**src/rtl/partition_output_packetizer.sv**
```systemverilog
// Serializes each kernel result vector into MSB-first 8-bit AXI-Stream beats and
// closes a frame with tlast after every RESULTS_PER_FRAME results.
module partition_output_packetizer #(
  parameter int OUT_WIDTH         = 4,
  parameter int OUT_SIZE          = 2,
  parameter int RESULTS_PER_FRAME = 4
) (
  input  logic                 clk,
  input  logic                 rst,
  input  logic [OUT_WIDTH-1:0] data_in [OUT_SIZE-1:0],
  input  logic                 data_in_valid,
  output logic                 data_in_ready,
  output logic [7:0]           m_axis_tdata,
  output logic                 m_axis_tvalid,
  output logic                 m_axis_tlast,
  input  logic                 m_axis_tready,
  output logic [15:0]          frame_count
);

  localparam int TOTAL_BITS = OUT_WIDTH * OUT_SIZE;
  localparam int BEATS      = (TOTAL_BITS + 7) / 8;
  localparam int PW         = BEATS * 8;
  localparam int BCW        = (BEATS > 1) ? $clog2(BEATS) : 1;
  localparam int RCW        = (RESULTS_PER_FRAME > 1) ? $clog2(RESULTS_PER_FRAME) : 1;
  localparam logic [BCW-1:0] LAST_BEAT   = BCW'(BEATS - 1);
  localparam logic [RCW-1:0] LAST_RESULT = RCW'(RESULTS_PER_FRAME - 1);

  typedef enum logic {IDLE, SEND} state_t;

  state_t         state;
  logic [PW-1:0]  shreg;
  logic [PW-1:0]  packed_v;
  logic [BCW-1:0] beat_cnt;
  logic [RCW-1:0] result_cnt;
  logic [RCW-1:0] result_next;
  logic           last_beat;
  logic           done;
  logic           accept;

  always_comb begin
    packed_v = '0;
    for (int i = 0; i < OUT_SIZE; i++) begin
      packed_v[i*OUT_WIDTH +: OUT_WIDTH] = data_in[i];
    end
  end

  assign last_beat = (beat_cnt == LAST_BEAT);
  assign done      = m_axis_tvalid && m_axis_tready && last_beat;

  // A new result may be taken in the same cycle the final beat of the previous
  // one is handshaken, which keeps the stream free of bubbles.
  assign data_in_ready = !rst && ((state == IDLE) || (last_beat && m_axis_tready));
  assign accept        = data_in_valid && data_in_ready;

  assign result_next  = done ? ((result_cnt == LAST_RESULT) ? '0 : result_cnt + 1'b1)
                             : result_cnt;
  assign m_axis_tdata = shreg[PW-1 -: 8];

  // NOTE: all state below uses non-blocking assignments so every register samples
  // pre-edge values; the shift register is reset too because tdata must read 0.
  always_ff @(posedge clk or posedge rst) begin
    if (rst) begin
      state         <= IDLE;
      shreg         <= '0;
      beat_cnt      <= '0;
      result_cnt    <= '0;
      m_axis_tvalid <= 1'b0;
      m_axis_tlast  <= 1'b0;
      frame_count   <= '0;
    end else begin
      result_cnt <= result_next;
      if (done && m_axis_tlast) begin
        frame_count <= frame_count + 1'b1;
      end

      if (accept) begin
        state         <= SEND;
        shreg         <= packed_v;
        beat_cnt      <= '0;
        m_axis_tvalid <= 1'b1;
        m_axis_tlast  <= (BEATS == 1) && (result_next == LAST_RESULT);
      end else if (m_axis_tvalid && m_axis_tready) begin
        if (last_beat) begin
          state         <= IDLE;
          m_axis_tvalid <= 1'b0;
          m_axis_tlast  <= 1'b0;
        end else begin
          shreg         <= shreg << 8;
          beat_cnt      <= beat_cnt + 1'b1;
          m_axis_tlast  <= ((beat_cnt + 1'b1) == LAST_BEAT) && (result_cnt == LAST_RESULT);
        end
      end
    end
  end

endmodule

```
**config.mk**
```make
export PLATFORM = sky130hd
export DESIGN_NAME = partition_output_packetizer
export DESIGN_NICKNAME = d
export VERILOG_FILES = /design/src/rtl/partition_output_packetizer.sv
export SDC_FILE = /design/constraint.sdc
export NUM_CORES = 1
export LEC_CHECK = 0
export ABC_AREA = 1
export BUFFER_PORTS_ARGS = -buffer_cell sky130_fd_sc_hd__clkbuf_2
export CORE_MARGIN = 2
export CORE_UTILIZATION = 50
export CTS_CLUSTER_DIAMETER = 80
export DETAILED_ROUTE_END_ITERATION = 16
export GPL_TIMING_DRIVEN = 0
export PLACE_DENSITY = 0.77
export SLEW_MARGIN = 20
export SYNTH_ARGS = -nofsm -noshare
export SYNTH_HDL_FRONTEND = slang
export SYNTH_SLANG_ARGS = --single-unit
```
**constraint.sdc**
```tcl
create_clock -name clk -period 1.52 [get_ports clk]
set_input_delay 0.228 -clock clk [delete_from_list [all_inputs] [get_ports clk]]
set_output_delay 0.228 -clock clk [all_outputs]
set_load 0.02 [all_outputs]
```
# After elaboration in Yosys (flattened, before gate mapping)
# Cells that the tools add are included.
# word_totals
reg_bits	29
inputBits	12
out_inout_bits	27
wordCells	42
# op_classes
n_addsub	3
n_eq_ne	3
n_mux	14
bitwise	3
n_reduce_logical	13
# ops
cell	count
$mux 8	3
$add 16x1->16 const B	1
$mux 1	9
$logic_and 1x1->1	7
$eq 2x2->1 const B	2
$mux 2	2
$reduce_and 2->1	2
$reduce_bool 2->1	2
$not 1->1	3
$add 2x1->2 const B	1
$ne 2x1->1 const B	1
$add 1x1->1 const B	1
$logic_not 1->1	1
$logic_or 1x1->1	1

# Logic depth before layout (Yosys ltp)
# logic_depth
depth_word	7
ltp_mapped	8
ltp_nobuf	8

# Worst setup path before layout
# Ideal clock, no wire load.
# synth_timing
kind	register to register
startpoint	register frame_count[1]
endpoint	register frame_count[10]
setup_time_ns	0.113
t_arrival_ns	1.239
t_required_ns	1.407
setup_slack_ns	0.168
stages_incl_launch_ff	9
n_path_buf	0
period_less_slack_ns	1.352
path_cell_list	dfrtp_1 ha_1 nand3_1 nor2_4 nand2_2 nor2_2 nand2_1 nand2_1 inv_1
# synth_via
elab_chain_len	1
# synth_lines
item	line_no	text
start, declared	17	output logic [15:0] frame_count
start signal, assigned	73	frame_count <= frame_count + 1'b1;
$add 16x1->16	73	
# Every way passes these cells.
# A chain may end at the register's enable or synchronous reset.

# Worst setup path in the final report
# layout_timing
startpoint	input port rst
endpoint	output port data_in_ready
# layout_via
elab_chain_len	2
# layout_lines
item	line_no	text
start, declared	9	input logic rst,
$logic_not 1->1 (no source line)	--	
$logic_and 1x1->1	52	assign data_in_ready = !rst && ((state == IDLE) || (last_beat && m_axis_tready));
end, declared	12	output logic data_in_ready,
# Every way passes these cells.

==> flow_summary_export.csv <==
group,metric,value,unit
setup_path,start_kind,"primary input",
clock_network,clock-sinks,28,
pwr,ir_drop,837,µV
timing,whs,0.0972,ns
global_route,globalRouteOverflowTotal,0,
place,place.gp.congestion,0.787,
timing,min_period_over_period,93.9,%
die,die_y,55.9,µm
clock_network,clkLatencyLatePin,0.32,ns
timing,finalCriticalPeriod,1.43,ns
synth,yosysWarnings,0,
pwr,p_total,0.00164,W
pwr,swShare,33.9,%
setup_path,worstSetupPathType,"primary input to primary output",
pwr,p_leak,0.889,nW
place,preCtsSetupSlack,0.198,ns
drt,drt_iter0_drc,30,
setup_path,slowest_stage,"dlygate4sd3_1",
pwr,power_density,1020,mW/mm²
synth,synth.cell_area,0.00135,mm²
pwr,pwr-share-comb,24.9,%
global_route,grt_pass1_wl,4.06,mm
clock_network,htreeDepth,1,
drt,viasPerCell,4.89,
setup_path,path_max_fanout,2,
timing,worstMarginPinSlew,0.555,ns
setup_path,r2r-start,"frame_count[1]$_DFFE_PP0P_",
setup_path,cp_top_family,"buffers and inverters",
die,rows,18,
global_route,grt_usage,16.2,%
setup_path,cp-end-kind,"primary output",
global_route,grt_start_max_net_pins,29,
setup_path,critPathLaunch,"rst",
layout,drive_gt1_share,30.1,%
synth,synth.distinct_cells,22,
synth,synth-edff-count,0,
layout,final_common_cell,"nand2_1",
drt,wirelength,2.46,mm
synth,synth_async_sr_flop_share,100,%
setup_path,cp.required,1.29,ns
run_status,status,"finished clean",
global_route,antenna_found_initial,0,
pwr,p_seq_share,57.2,%
place,port_buffers,38,
synth,synth_compound_area_share,2.88,%
setup_path,path_cells,"dlygate4sd3_1 -> clkbuf_2 -> nor2_2 -> clkbuf_2",
pwr,p_switching,0.000557,W
clock_network,cts_tree,"yes",
timing,rsz0062_at_grt,"no",
die,coreArea,0.00252,mm²
setup_path,crit_buf_inv,3,
pwr,p_int,0.00109,W
synth,synthAdderAreaFrac,1.86,%
global_route,grt_pass1_vias,953,
timing,setup_slack,0.0923,ns
clock_network,cts_buffers,3,
synth,synth_xor_area_share,5.86,%
synth,syn_avg_cell_area,8.74,µm²
synth,synth_top_area_share,52.0,%
synth,synthMuxAreaShare,0,%
job,cap_violations,0,
synth,synth_area_leaders,"dfrtp_1 (52%), nand2_1 (16%), xor2_1 (3.9%), inv_1 (3.6%), nor2_4 (3.3%)",
setup_path,reg2reg_slack,0.18,ns
timing,fin_setup_tns,0,ns
setup_path,crit_top_cell,"clkbuf_2",
setup_path,critPathArrivalTime,1.20,ns
die,pin_count,39,
setup_path,max_stage_delay,0.54,ns
setup_path,cp.depth,4,
place,post-dp-hpwl,1.91,mm
synth,synth_top_family_by_area,"simple AND/OR/NAND/NOR gates",
timing,setup-violations-final,0,
layout,post-route-util,63.7,%
timing,max_freq,700,MHz
pwr,clock_power_share,17.8,%
setup_path,r2r_end,"frame_count[14]$_DFFE_PP0P_",
drt,drt_pre_antenna_iters,4,
die,die_area,0.00312,mm²
synth,syn_inst,154,
timing,hold_viol_final,0,
synth,synth-simple-area-share,32.5,%
layout,final_cell_mix,"nand2_1 (59), clkbuf_2 (38), dfrtp_1 (28), inv_1 (12), nor2_1 (11)",
clock_network,postCtsSetupBuffers,0,
layout,syn_to_final_growth,19.3,%
timing,slew_headroom,63.0,%
setup_path,reg2reg_depth,6,
synth,synth-seq-area-share,52.0,%
clock_network,cts_buffer_depth,2,
timing,slew_viol_final,0,
synth,synth_flop_cell,"dfrtp_1",
synth,yosys.area.top_type,"dfrtp_1",
min_path,hp-class,"primary input to register",
drt,drc_errors,0,
layout,antennaDiodeCount,0,
drt,wire_per_inst,10.9,µm
timing,clock_skew,0.00439,ns
setup_path,crit_end,"data_in_ready",
drt,ant_nets,0,
clock_network,root_buffer,"clkbuf_4",
layout,final_nets,212,
synth,ys_seq_elements,28,
clock_network,path_clk_slew,0.13,ns
layout,fill_cells,219,
drt,vias,1106,
die,die_w,55.9,µm
synth,syn_nets,168,
die,start_util,53.4,%
[cell families (layout without fill, tap and decap cells)]
logic type               count (synthesis)  in the layout
buffers and inverters                   16             58
XOR/XNOR                                 9              9
adder cells (fa/ha/maj)                  2              2
flip-flops                              28             28
AO/OA/AOI/OAI                            6              6
AND/OR/NAND/NOR                         93             93
[timing repair]
item,CTS,global route
hold buffers,0,1
hold endpoints to repair,0,28
resized for setup,0,0
[worst min path at each step]
stage / startpoint / end / slack (ns) / depth (start not counted)
2_1_floorplan: rst / frame_count[0]$_DFFE_PP0P_ / 0.29 / 1
3_3_place_gp: data_in[2] / m_axis_tdata[2]$_DFFE_PP0P_ / 0.42 / 3
5_1_grt: data_in[5] / m_axis_tdata[5]$_DFFE_PP0P_ / 0.09 / 3
6_report: data_in[1] / m_axis_tdata[1]$_DFFE_PP0P_ / 0.1 / 3
3_5_place_dp: data_in[1] / m_axis_tdata[1]$_DFFE_PP0P_ / 0.43 / 3
4_1_cts: data_in[2] / m_axis_tdata[2]$_DFFE_PP0P_ / 0.08 / 3
[stage by stage]
| step | cell area, µm² | instances |
|---|---|---|
| after floorplan | 1350 | 154 |
| after global placement | 1570 | 222 |
| after detailed placement | 1570 | 222 |
| after CTS | 1600 | 225 |
| after global routing | 1610 | 226 |
| final | 1610 | 226 |
[layout make-up]
cell class,instances,area [µm²],area share [%]
multi-input combinational,110,581,36.1
sequential,28,701,43.6
inverter,15,57.6,3.58
timing repair buffer,39,200,12.5
clock buffer,3,22.5,1.40
buffer,1,7.51,0.467
tap,30,37.5,2.34
[layer usage]
metal | track usage (%) | up-vias | part of all wire (%)
li1 | - | 558 | -
met1 | 21.2 | 504 | 44
met2 | 27.2 | 42 | 48
met3 | 2.33 | 2 | 6.6
met4 | 6.12 | 0 | 0.61
met5 | 0 | - | 0
[state kept, by name, summed over array words and instances, names as in the netlist]
| name | count |
|---|---|
| frame_count | 16 |
| m_axis_tdata | 8 |
| m_axis_tlast | 1 |
| result_cnt | 2 |
| state | 1 |
[power groups by stage]
stage / Clock (W) / Combinational, W / Sequential, W
floorplan: 0 / 0.000178 / 0.00104
CTS: 0.000304 / 0.000414 / 0.000940
global placement: 0 / 0.000394 / 0.000946
global route: 0.000329 / 0.000457 / 0.000951
detailed placement: 0 / 0.000414 / 0.000952
finish: 0.000293 / 0.000409 / 0.000940
[cell usage after synthesis (2+ instances only)]
library cell  instances
nor2_1               11
o21ai_1               2
o21ai_0               2
nand2_1              59
xnor2_1               3
ha_1                  2
dfrtp_1              28
nor2_2                4
inv_1                13
nand3_1               5
xor2_1                6
nor2_4                4
nand4_1               4
nand2_2               3
[tightest hold or removal path, stage by stage]
cell and delay (ns):
clkbuf_2 0.07, nand2_1 0.04, nand2_1 0.04
Power figures use the tool's default switching activity.
